===== config.mk =====
export PLATFORM = sky130hd
export DESIGN_NAME = axi_lite_master_flat
export DESIGN_NICKNAME = d
export VERILOG_FILES = /design/src/rtl/axi_lite_master_if.sv /design/src/rtl/axi_lite_master.sv /design/src/flat_wrapper.sv
export SDC_FILE = /design/constraint.sdc
export NUM_CORES = 1
export LEC_CHECK = 0
export ABC_CLOCK_PERIOD_IN_PS = 2250
export CORE_AREA = 8 8 221 117
export CTS_CLUSTER_DIAMETER = 200
export DETAILED_ROUTE_END_ITERATION = 10
export DIE_AREA = 0 0 229 125
export GPL_TIMING_DRIVEN = 0
export PLACE_DENSITY = 0.52
export SETUP_SLACK_MARGIN = 0.02
export SYNTH_ARGS = -nofsm -noshare
export SYNTH_HDL_FRONTEND = slang
export SYNTH_SLANG_ARGS = --single-unit

===== constraint.sdc =====
create_clock -name aclk -period 2.25 [get_ports aclk]
set_input_delay 0.45 -clock aclk [delete_from_list [all_inputs] [get_ports aclk]]
set_output_delay 0.45 -clock aclk [all_outputs]
set_load 0.01 [all_outputs]

===== src/rtl/axi_lite_master_if.sv =====
// Bundles the command/response side and the five AXI-lite channels of axi_lite_master.
// The master modport is the block's own view; the slave modport is the view of whatever drives it.
interface axi_lite_master_if #(
  parameter int ADDR_W = 32,
  parameter int DATA_W = 32
);
  localparam int STRB_W = DATA_W / 8;

  // Every channel follows valid/ready: a transfer happens on the rising edge where both are high.
  // The source keeps valid and its payload stable until then, and the sink may raise ready at any time.
  logic              cmd_valid;
  logic              cmd_ready;
  logic              cmd_write;
  logic [ADDR_W-1:0] cmd_addr;
  logic [DATA_W-1:0] cmd_wdata;
  logic [STRB_W-1:0] cmd_wstrb;

  logic              rsp_valid;
  logic              rsp_ready;
  logic              rsp_write;
  logic [DATA_W-1:0] rsp_rdata;
  logic [1:0]        rsp_resp;
  logic [15:0]       err_count;

  logic [ADDR_W-1:0] awaddr;
  logic              awvalid;
  logic              awready;
  logic [DATA_W-1:0] wdata;
  logic [STRB_W-1:0] wstrb;
  logic              wvalid;
  logic              wready;
  logic [1:0]        bresp;
  logic              bvalid;
  logic              bready;
  logic [ADDR_W-1:0] araddr;
  logic              arvalid;
  logic              arready;
  logic [DATA_W-1:0] rdata;
  logic [1:0]        rresp;
  logic              rvalid;
  logic              rready;

  modport master (
    input  cmd_valid, cmd_write, cmd_addr, cmd_wdata, cmd_wstrb, rsp_ready,
    input  awready, wready, bresp, bvalid, arready, rdata, rresp, rvalid,
    output cmd_ready, rsp_valid, rsp_write, rsp_rdata, rsp_resp, err_count,
    output awaddr, awvalid, wdata, wstrb, wvalid, bready, araddr, arvalid, rready
  );

  modport slave (
    output cmd_valid, cmd_write, cmd_addr, cmd_wdata, cmd_wstrb, rsp_ready,
    output awready, wready, bresp, bvalid, arready, rdata, rresp, rvalid,
    input  cmd_ready, rsp_valid, rsp_write, rsp_rdata, rsp_resp, err_count,
    input  awaddr, awvalid, wdata, wstrb, wvalid, bready, araddr, arvalid, rready
  );
endinterface


===== src/rtl/axi_lite_master.sv =====
// Single-outstanding AXI-lite master: turns one command into one AXI-lite read or write
// and returns one response, counting non-OKAY responses in a saturating counter.
module axi_lite_master #(
  parameter int ADDR_W = 32,
  parameter int DATA_W = 32
) (
  input  logic                aclk,
  input  logic                areset_n,
  axi_lite_master_if.master   bus,
  output logic [2:0]          dbg_state
);
  localparam int STRB_W = DATA_W / 8;

  typedef enum logic [2:0] {
    IDLE    = 3'd0,
    WR_REQ  = 3'd1,
    WR_RESP = 3'd2,
    RD_REQ  = 3'd3,
    RD_DATA = 3'd4,
    RESP    = 3'd5
  } state_t;

  state_t            state_q, state_d;
  logic              init_q;
  logic              aw_done_q, aw_done_d;
  logic              w_done_q, w_done_d;
  logic [ADDR_W-1:0] addr_q;
  logic [DATA_W-1:0] wdata_q;
  logic [STRB_W-1:0] wstrb_q;
  logic              rsp_write_q;
  logic [DATA_W-1:0] rsp_rdata_q;
  logic [1:0]        rsp_resp_q;
  logic [15:0]       err_q;

  logic cmd_accept, b_fire, r_fire;
  logic aw_hs, w_hs;
  logic awvalid_c, wvalid_c, arvalid_c;
  logic err_hit;

  // Request valids come from registered state only, so they cannot glitch or drop before their handshake.
  assign awvalid_c = (state_q == WR_REQ) && !aw_done_q;
  assign wvalid_c  = (state_q == WR_REQ) && !w_done_q;
  assign arvalid_c = (state_q == RD_REQ);

  always_comb begin
    state_d    = state_q;
    aw_done_d  = aw_done_q;
    w_done_d   = w_done_q;
    cmd_accept = 1'b0;
    b_fire     = 1'b0;
    r_fire     = 1'b0;
    aw_hs      = 1'b0;
    w_hs       = 1'b0;
    case (state_q)
      IDLE: begin
        if (init_q && bus.cmd_valid) begin
          cmd_accept = 1'b1;
          aw_done_d  = 1'b0;
          w_done_d   = 1'b0;
          state_d    = bus.cmd_write ? WR_REQ : RD_REQ;
        end
      end
      WR_REQ: begin
        aw_hs = awvalid_c && bus.awready;
        w_hs  = wvalid_c && bus.wready;
        if (aw_hs) aw_done_d = 1'b1;
        if (w_hs)  w_done_d  = 1'b1;
        if ((aw_done_q || aw_hs) && (w_done_q || w_hs)) state_d = WR_RESP;
      end
      WR_RESP: begin
        if (bus.bvalid) begin
          b_fire  = 1'b1;
          state_d = RESP;
        end
      end
      RD_REQ: begin
        if (bus.arready) state_d = RD_DATA;
      end
      RD_DATA: begin
        if (bus.rvalid) begin
          r_fire  = 1'b1;
          state_d = RESP;
        end
      end
      RESP: begin
        if (bus.rsp_ready) state_d = IDLE;
      end
      default: state_d = IDLE;
    endcase
  end

  assign err_hit = (b_fire && (bus.bresp != 2'b00)) || (r_fire && (bus.rresp != 2'b00));

  // init_q holds cmd_ready low through reset and releases it on the first edge afterwards.
  always_ff @(posedge aclk or negedge areset_n) begin
    if (!areset_n) begin
      state_q   <= IDLE;
      init_q    <= 1'b0;
      aw_done_q <= 1'b0;
      w_done_q  <= 1'b0;
    end else begin
      state_q   <= state_d;
      init_q    <= 1'b1;
      aw_done_q <= aw_done_d;
      w_done_q  <= w_done_d;
    end
  end

  always_ff @(posedge aclk or negedge areset_n) begin
    if (!areset_n) begin
      addr_q  <= '0;
      wdata_q <= '0;
      wstrb_q <= '0;
    end else if (cmd_accept) begin
      addr_q  <= bus.cmd_addr;
      wdata_q <= bus.cmd_wdata;
      wstrb_q <= bus.cmd_wstrb;
    end
  end

  always_ff @(posedge aclk or negedge areset_n) begin
    if (!areset_n) begin
      rsp_write_q <= 1'b0;
      rsp_rdata_q <= '0;
      rsp_resp_q  <= 2'b00;
    end else if (b_fire) begin
      rsp_write_q <= 1'b1;
      rsp_rdata_q <= '0;
      rsp_resp_q  <= bus.bresp;
    end else if (r_fire) begin
      rsp_write_q <= 1'b0;
      rsp_rdata_q <= bus.rdata;
      rsp_resp_q  <= bus.rresp;
    end
  end

  always_ff @(posedge aclk or negedge areset_n) begin
    if (!areset_n) begin
      err_q <= '0;
    end else if (err_hit && (err_q != 16'hFFFF)) begin
      err_q <= err_q + 16'd1;
    end
  end

  assign bus.cmd_ready = (state_q == IDLE) && init_q;
  assign bus.rsp_valid = (state_q == RESP);
  assign bus.rsp_write = rsp_write_q;
  assign bus.rsp_rdata = rsp_rdata_q;
  assign bus.rsp_resp  = rsp_resp_q;
  assign bus.err_count = err_q;

  // Channel payloads read as zero whenever their valid is low.
  assign bus.awvalid = awvalid_c;
  assign bus.awaddr  = awvalid_c ? addr_q : '0;
  assign bus.wvalid  = wvalid_c;
  assign bus.wdata   = wvalid_c ? wdata_q : '0;
  assign bus.wstrb   = wvalid_c ? wstrb_q : '0;
  assign bus.bready  = (state_q == WR_RESP);
  assign bus.arvalid = arvalid_c;
  assign bus.araddr  = arvalid_c ? addr_q : '0;
  assign bus.rready  = (state_q == RD_DATA);

  assign dbg_state = state_q;
endmodule


===== src/flat_wrapper.sv =====
// flat-port wrapper written by rule: the top's interface ports become plain ports
module axi_lite_master_flat 
#(
  parameter int ADDR_W = 32,
  parameter int DATA_W = 32
)
  (aclk, areset_n, dbg_state, bus_cmd_valid, bus_cmd_write, bus_cmd_addr, bus_cmd_wdata, bus_cmd_wstrb, bus_rsp_ready, bus_awready, bus_wready, bus_bresp, bus_bvalid, bus_arready, bus_rdata, bus_rresp, bus_rvalid, bus_cmd_ready, bus_rsp_valid, bus_rsp_write, bus_rsp_rdata, bus_rsp_resp, bus_err_count, bus_awaddr, bus_awvalid, bus_wdata, bus_wstrb, bus_wvalid, bus_bready, bus_araddr, bus_arvalid, bus_rready);
  axi_lite_master_if #(.ADDR_W(ADDR_W), .DATA_W(DATA_W)) bus_i ();
  input  logic aclk;
  input  logic areset_n;
  output logic [2:0] dbg_state;
  input wire logic [$bits(bus_i.cmd_valid)-1:0] bus_cmd_valid;
  input wire logic [$bits(bus_i.cmd_write)-1:0] bus_cmd_write;
  input wire logic [$bits(bus_i.cmd_addr)-1:0] bus_cmd_addr;
  input wire logic [$bits(bus_i.cmd_wdata)-1:0] bus_cmd_wdata;
  input wire logic [$bits(bus_i.cmd_wstrb)-1:0] bus_cmd_wstrb;
  input wire logic [$bits(bus_i.rsp_ready)-1:0] bus_rsp_ready;
  input wire logic [$bits(bus_i.awready)-1:0] bus_awready;
  input wire logic [$bits(bus_i.wready)-1:0] bus_wready;
  input wire logic [$bits(bus_i.bresp)-1:0] bus_bresp;
  input wire logic [$bits(bus_i.bvalid)-1:0] bus_bvalid;
  input wire logic [$bits(bus_i.arready)-1:0] bus_arready;
  input wire logic [$bits(bus_i.rdata)-1:0] bus_rdata;
  input wire logic [$bits(bus_i.rresp)-1:0] bus_rresp;
  input wire logic [$bits(bus_i.rvalid)-1:0] bus_rvalid;
  output wire logic [$bits(bus_i.cmd_ready)-1:0] bus_cmd_ready;
  output wire logic [$bits(bus_i.rsp_valid)-1:0] bus_rsp_valid;
  output wire logic [$bits(bus_i.rsp_write)-1:0] bus_rsp_write;
  output wire logic [$bits(bus_i.rsp_rdata)-1:0] bus_rsp_rdata;
  output wire logic [$bits(bus_i.rsp_resp)-1:0] bus_rsp_resp;
  output wire logic [$bits(bus_i.err_count)-1:0] bus_err_count;
  output wire logic [$bits(bus_i.awaddr)-1:0] bus_awaddr;
  output wire logic [$bits(bus_i.awvalid)-1:0] bus_awvalid;
  output wire logic [$bits(bus_i.wdata)-1:0] bus_wdata;
  output wire logic [$bits(bus_i.wstrb)-1:0] bus_wstrb;
  output wire logic [$bits(bus_i.wvalid)-1:0] bus_wvalid;
  output wire logic [$bits(bus_i.bready)-1:0] bus_bready;
  output wire logic [$bits(bus_i.araddr)-1:0] bus_araddr;
  output wire logic [$bits(bus_i.arvalid)-1:0] bus_arvalid;
  output wire logic [$bits(bus_i.rready)-1:0] bus_rready;
  assign bus_i.cmd_valid = bus_cmd_valid;
  assign bus_i.cmd_write = bus_cmd_write;
  assign bus_i.cmd_addr = bus_cmd_addr;
  assign bus_i.cmd_wdata = bus_cmd_wdata;
  assign bus_i.cmd_wstrb = bus_cmd_wstrb;
  assign bus_i.rsp_ready = bus_rsp_ready;
  assign bus_i.awready = bus_awready;
  assign bus_i.wready = bus_wready;
  assign bus_i.bresp = bus_bresp;
  assign bus_i.bvalid = bus_bvalid;
  assign bus_i.arready = bus_arready;
  assign bus_i.rdata = bus_rdata;
  assign bus_i.rresp = bus_rresp;
  assign bus_i.rvalid = bus_rvalid;
  assign bus_cmd_ready = bus_i.cmd_ready;
  assign bus_rsp_valid = bus_i.rsp_valid;
  assign bus_rsp_write = bus_i.rsp_write;
  assign bus_rsp_rdata = bus_i.rsp_rdata;
  assign bus_rsp_resp = bus_i.rsp_resp;
  assign bus_err_count = bus_i.err_count;
  assign bus_awaddr = bus_i.awaddr;
  assign bus_awvalid = bus_i.awvalid;
  assign bus_wdata = bus_i.wdata;
  assign bus_wstrb = bus_i.wstrb;
  assign bus_wvalid = bus_i.wvalid;
  assign bus_bready = bus_i.bready;
  assign bus_araddr = bus_i.araddr;
  assign bus_arvalid = bus_i.arvalid;
  assign bus_rready = bus_i.rready;
  axi_lite_master #(.ADDR_W(ADDR_W), .DATA_W(DATA_W)) u_core (.aclk(aclk), .areset_n(areset_n), .bus(bus_i), .dbg_state(dbg_state));
endmodule

==> metrics.md, run 1 <==
| Metric | Value |
|---|---|
| Top-Level Pins | `275` |
| RR Startpoint | `u_core.dbg_state[1]` |
| Final Non-Filler Cells | `1112` |
| Minimum clock period | `~2.4 ns` |
| Setup violators final | `69` |
| Placed cells | `roughly 1000` |
| Placer Congestion | `0.7630` |
| R2R Path End | `u_core.bus.rsp_rdata[23]` |
| Starting DRT DRC Count | `175` |
| Setup ws final | `-0.1700 ns` |
| Hold crit path type | `flop to flop` |
| Fill count | `2209` |
| Primary FF master, synth | `dfrtp_1` |
| R2R setup slack | `0.11 ns` |
| Synth Instances | `~450` |
| Startpoint types | `flop` |
| Vias | `4733` |
| LEAKAGE | `approximately 4.6 nW` |
| Critical Path Most Common Cell | `buf_8` |
| Status | `complete, but fails checks` |
| Clock Power Share | `22.1%` |
| Slew Viols, Final | `0` |
| Post-detail-place hpwl | `15.54 mm` |
| Sw Share | `31.43%` |
| CP top delay family | `buffers and inverters` |
| Antenna diodes | `0` |
| Starting Density | `between 20% and 30%` |
| PortBufs | `~270` |
| Cell Chain, Critical Path | `buf_8 -> nand2b_4 -> nor3_4 -> buf_6 -> clkbuf_16 -> buf_8 -> and2_1 -> buf_2` |
| Register area share after synthesis | `approximately 56%` |
| Initial antenna violation count | `0` |
| Number of global-route vias before repair | `around 5200` |
| Layout cell share with drive strength beyond 1 | `between 40% and 50%` |
| Path depth of the worst reg2reg path | `7` |
| CP Capture Type | `output port` |
| Antenna Violating Nets Remaining | `0` |
| Global route overflow | `0` |
| Fmax | `roughly 410 MHz` |
| Async set-or-reset flop fraction in the synthesized netlist | `100.0%` |
| Die Area | `28630 um^2` |
| CP arrival | `1.97 ns` |
| Internal power | `7.885 mW` |
| Core region area | `23120 um^2` |
| Fin. Hold Viols | `0` |
| Post-synth EDFFs | `0` |
| Area growth syn-to-layout | `80.29%` |
| HP Start | `u_core.bus.rsp_resp[1]` |
| Max Cap Viol | `0` |
| Worst Path Buf+Inv | `5` |
| First-pass GRT wire length | `roughly 32 mm` |
| Die height | `125 um` |
| Largest net degree at the start of global routing | `83` |
| CP max stage cell | `dfrtp_1` |
| H-tree depth | `4` |
| Die width | `229 um` |
| Tcrit/Tclk final | `107.6%` |
| Avg WL per Cell | `approximately 19 um` |
| Worst Max-Slew Pin Slew | `0.6021 ns` |
| Peak supply drop | `0.4378 mV` |
| Library cells used by synthesis | `39` |
| Final Core Density | `43.50%` |
| Comb pwr share | `between 40 and 50%` |
| Relative slew slack | `59.71%` |
| Max incr delay on CP | `0.40 ns` |
| Total CTS buffers | `17` |
| Syn. warnings | `0` |
| Critical Path Fanout Max | `5` |
| First-pass detailed-route iteration total | `4` |
| Final Skew | `between 0.005 and 0.006 ns` |
| Nets | `901` |
| Synth Area per Inst | `12.48 um^2` |
| Seq pwr share | `32.5%` |
| Clock Sink Count | `125` |
| Residual DRC | `0` |
| WP data required | `approximately 1.8 ns` |
| Later-pin clock latency in the skew report | `0.42 ns` |
| Failing checks | `negative setup slack` |
| Crit path kind | `flop to output port` |
| Synthesized flop and latch total | `~130` |
| Unrepaired setup endpoints after global routing | `true` |
| Power Dens Cells | `between 1000 and 1500 nW/um^2` |
| Worst hold path endpoint | `u_core.bus.rsp_resp[1]` |
| Hold Slack | `0.4930 ns` |
| Row Count | `40` |
| Clk buf depth | `2` |
| Clock Pin Slew Worst Setup and Hold Paths | `0.06 ns` |
| Root Driver | `clkbuf_16` |
| Final wirelength | `20.78 mm` |
| Total GRT Usage | `14.33%` |
| CTS tree | `done` |
| Vias/cell | `4.256` |
| Net count after synthesis | `562` |
| Hold Path Stages | `2` |
| Synth Cell Area | `5579 um^2` |
| Net Switching | `between 3 and 4 mW` |
==> kinds of logic after synthesis <==
logic type               share of synthesized area [%]
AND/OR/NAND/NOR                                  16.55
flip-flops                                       56.07
multiplexers                                     14.11
AO/OA/AOI/OAI                                    8.298
buffers and inverters                            2.332
XOR/XNOR                                         2.355
adder cells (fa/ha/maj)                         0.2242
other                                          0.06722
==> placed cells by master, fill, tap and decap left out, drive strengths merged, types with 3 or more instances in the layout <==
master / netlist / routed
nor3: 3 / 3
clkinvlp: 0 / 3
nor2: 8 / 8
o22ai: 5 / 5
clkdlybuf4s50: 0 / 166
clkinv: 0 / 4
buf: 13 / 164
clkbuf: 15 / 37
xnor2: 13 / 13
a22o: 34 / 34
nand4: 5 / 5
nand2: 13 / 13
dfrtp: 125 / 125
and2: 105 / 105
nand3: 9 / 9
o21ai: 3 / 3
mux2: 69 / 69
==> state kept, by name, summed over array words and instances, names as in the netlist <==
register / cells
u_core.addr_q: 32
u_core.bus.rsp_rdata: 32
u_core.wdata_q: 32
u_core.bus.err_count: 16
u_core.wstrb_q: 4
u_core.dbg_state: 3
u_core.bus.rsp_resp: 2
u_core.aw_done_q: 1
u_core.bus.rsp_write: 1
u_core.init_q: 1
u_core.w_done_q: 1
==> final cells by class <==
type	count	area (um^2)	share of cell area (%)
plain buffers	27	259.0	2.575
clock buffers	24	511.7	5.088
clock inverters	6	35.03	0.3483
inverters	2	11.26	0.1120
multi-input cells	292	2526	25.12
flip-flops and latches	125	3129	31.11
well taps	315	394.1	3.918
repair buffers	321	3192	31.73
==> tightest hold or removal path: cells and delay by family, from the launching register on <==
kind	cells	cell delay, ns
AND/OR/NAND/NOR	2	0.10
flip-flops	1	0.36
==> per-layer routing <==
| metal | part of all wire, % | wire length (um) | track usage (%) | vias up |
|---|---|---|---|---|
| met4 | 1.4 | 284 | 4.741 | 0 |
| met3 | 6.6 | 1372 | 5.734 | 18 |
| li1 | - | - | - | 2218 |
| met1 | 45 | 9389 | 18.20 | 2364 |
| met5 | 0 | 0 | 0 | - |
| met2 | 47 | 9731 | 22.01 | 133 |
==> Yosys cell counts, types with 5 or more instances <==
master / instances / share of area, %
nand4_1: 5 / 0.56
and2_1: 105 / 12
nor2_1: 8 / 0.54
dfrtp_1: 125 / 56
a22o_1: 34 / 5.3
clkbuf_1: 15 / 1.0
o22ai_1: 5 / 0.56
xnor2_1: 13 / 2.0
nand3_1: 9 / 0.81
mux2_2: 69 / 14
buf_2: 11 / 0.99
nand2_1: 13 / 0.87
==> how the worst max path moves through the flow <==
stage | cells after the start | endpoint | from
after global routing | 8 | bus_wdata[0] | u_core.dbg_state[1]
after global placement | 1 | u_core.bus.err_count[5] | areset_n
after CTS | 8 | bus_awaddr[25] | u_core.dbg_state[1]
after detailed placement | 6 | bus_awaddr[29] | u_core.dbg_state[1]
final | 8 | bus_awaddr[22] | u_core.dbg_state[1]
after floorplan | 5 | bus_awaddr[22] | u_core.dbg_state[1]
==> per-stage QoR <==
stage,setup WS [ns],instance area [um^2],power [mW],setup TNS [ns]
floorplan,0.1449,5579,5.613,0
global placement,-4.315,8716,7.770,-626.59
detailed placement,-1.200,8745,7.892,-90.50
CTS,-0.2309,9678,11.11,-9.224
global route,-0.2666,10060,12.17,-13.73
finish,-0.1700,10060,11.50,-6.097
==> power groups by stage <==
stage / clock network, mW / registers, mW / logic (mW)
floorplan: 0 / 3.67 / 1.94
global placement: 0 / 3.67 / 4.10
detailed placement: 0 / 3.71 / 4.18
CTS: 2.63 / 3.71 / 4.77
global route: 2.73 / 3.85 / 5.58
finish: 2.54 / 3.74 / 5.22
==> what timing repair did <==
| action | 4_1_cts | 5_1_grt |
|---|---|---|
| pin swaps | 25 | 17 |
| resized for setup | 503 | 134 |
| setup buffers | 20 | 22 |
| endpoints found under the hold margin | 43 | 0 |
| endpoints found under the setup margin | 107 | 106 |
| hold buffers | 1 | 0 |
| cloned | 4 | 2 |
Power figures use the tool's default switching activity.
==> inputs of run 2 (changes only) <==
--- a/config.mk
+++ b/config.mk
@@ -11,6 +11,7 @@
 export DETAILED_ROUTE_END_ITERATION = 10
 export DIE_AREA = 0 0 229 125
 export GPL_TIMING_DRIVEN = 0
+export HOLD_SLACK_MARGIN = 0.08
 export PLACE_DENSITY = 0.52
 export SETUP_SLACK_MARGIN = 0.02
 export SYNTH_ARGS = -nofsm -noshare
==> results of run 2 <==
The final DEF is identical to that of run 1; final timing and power are the same.
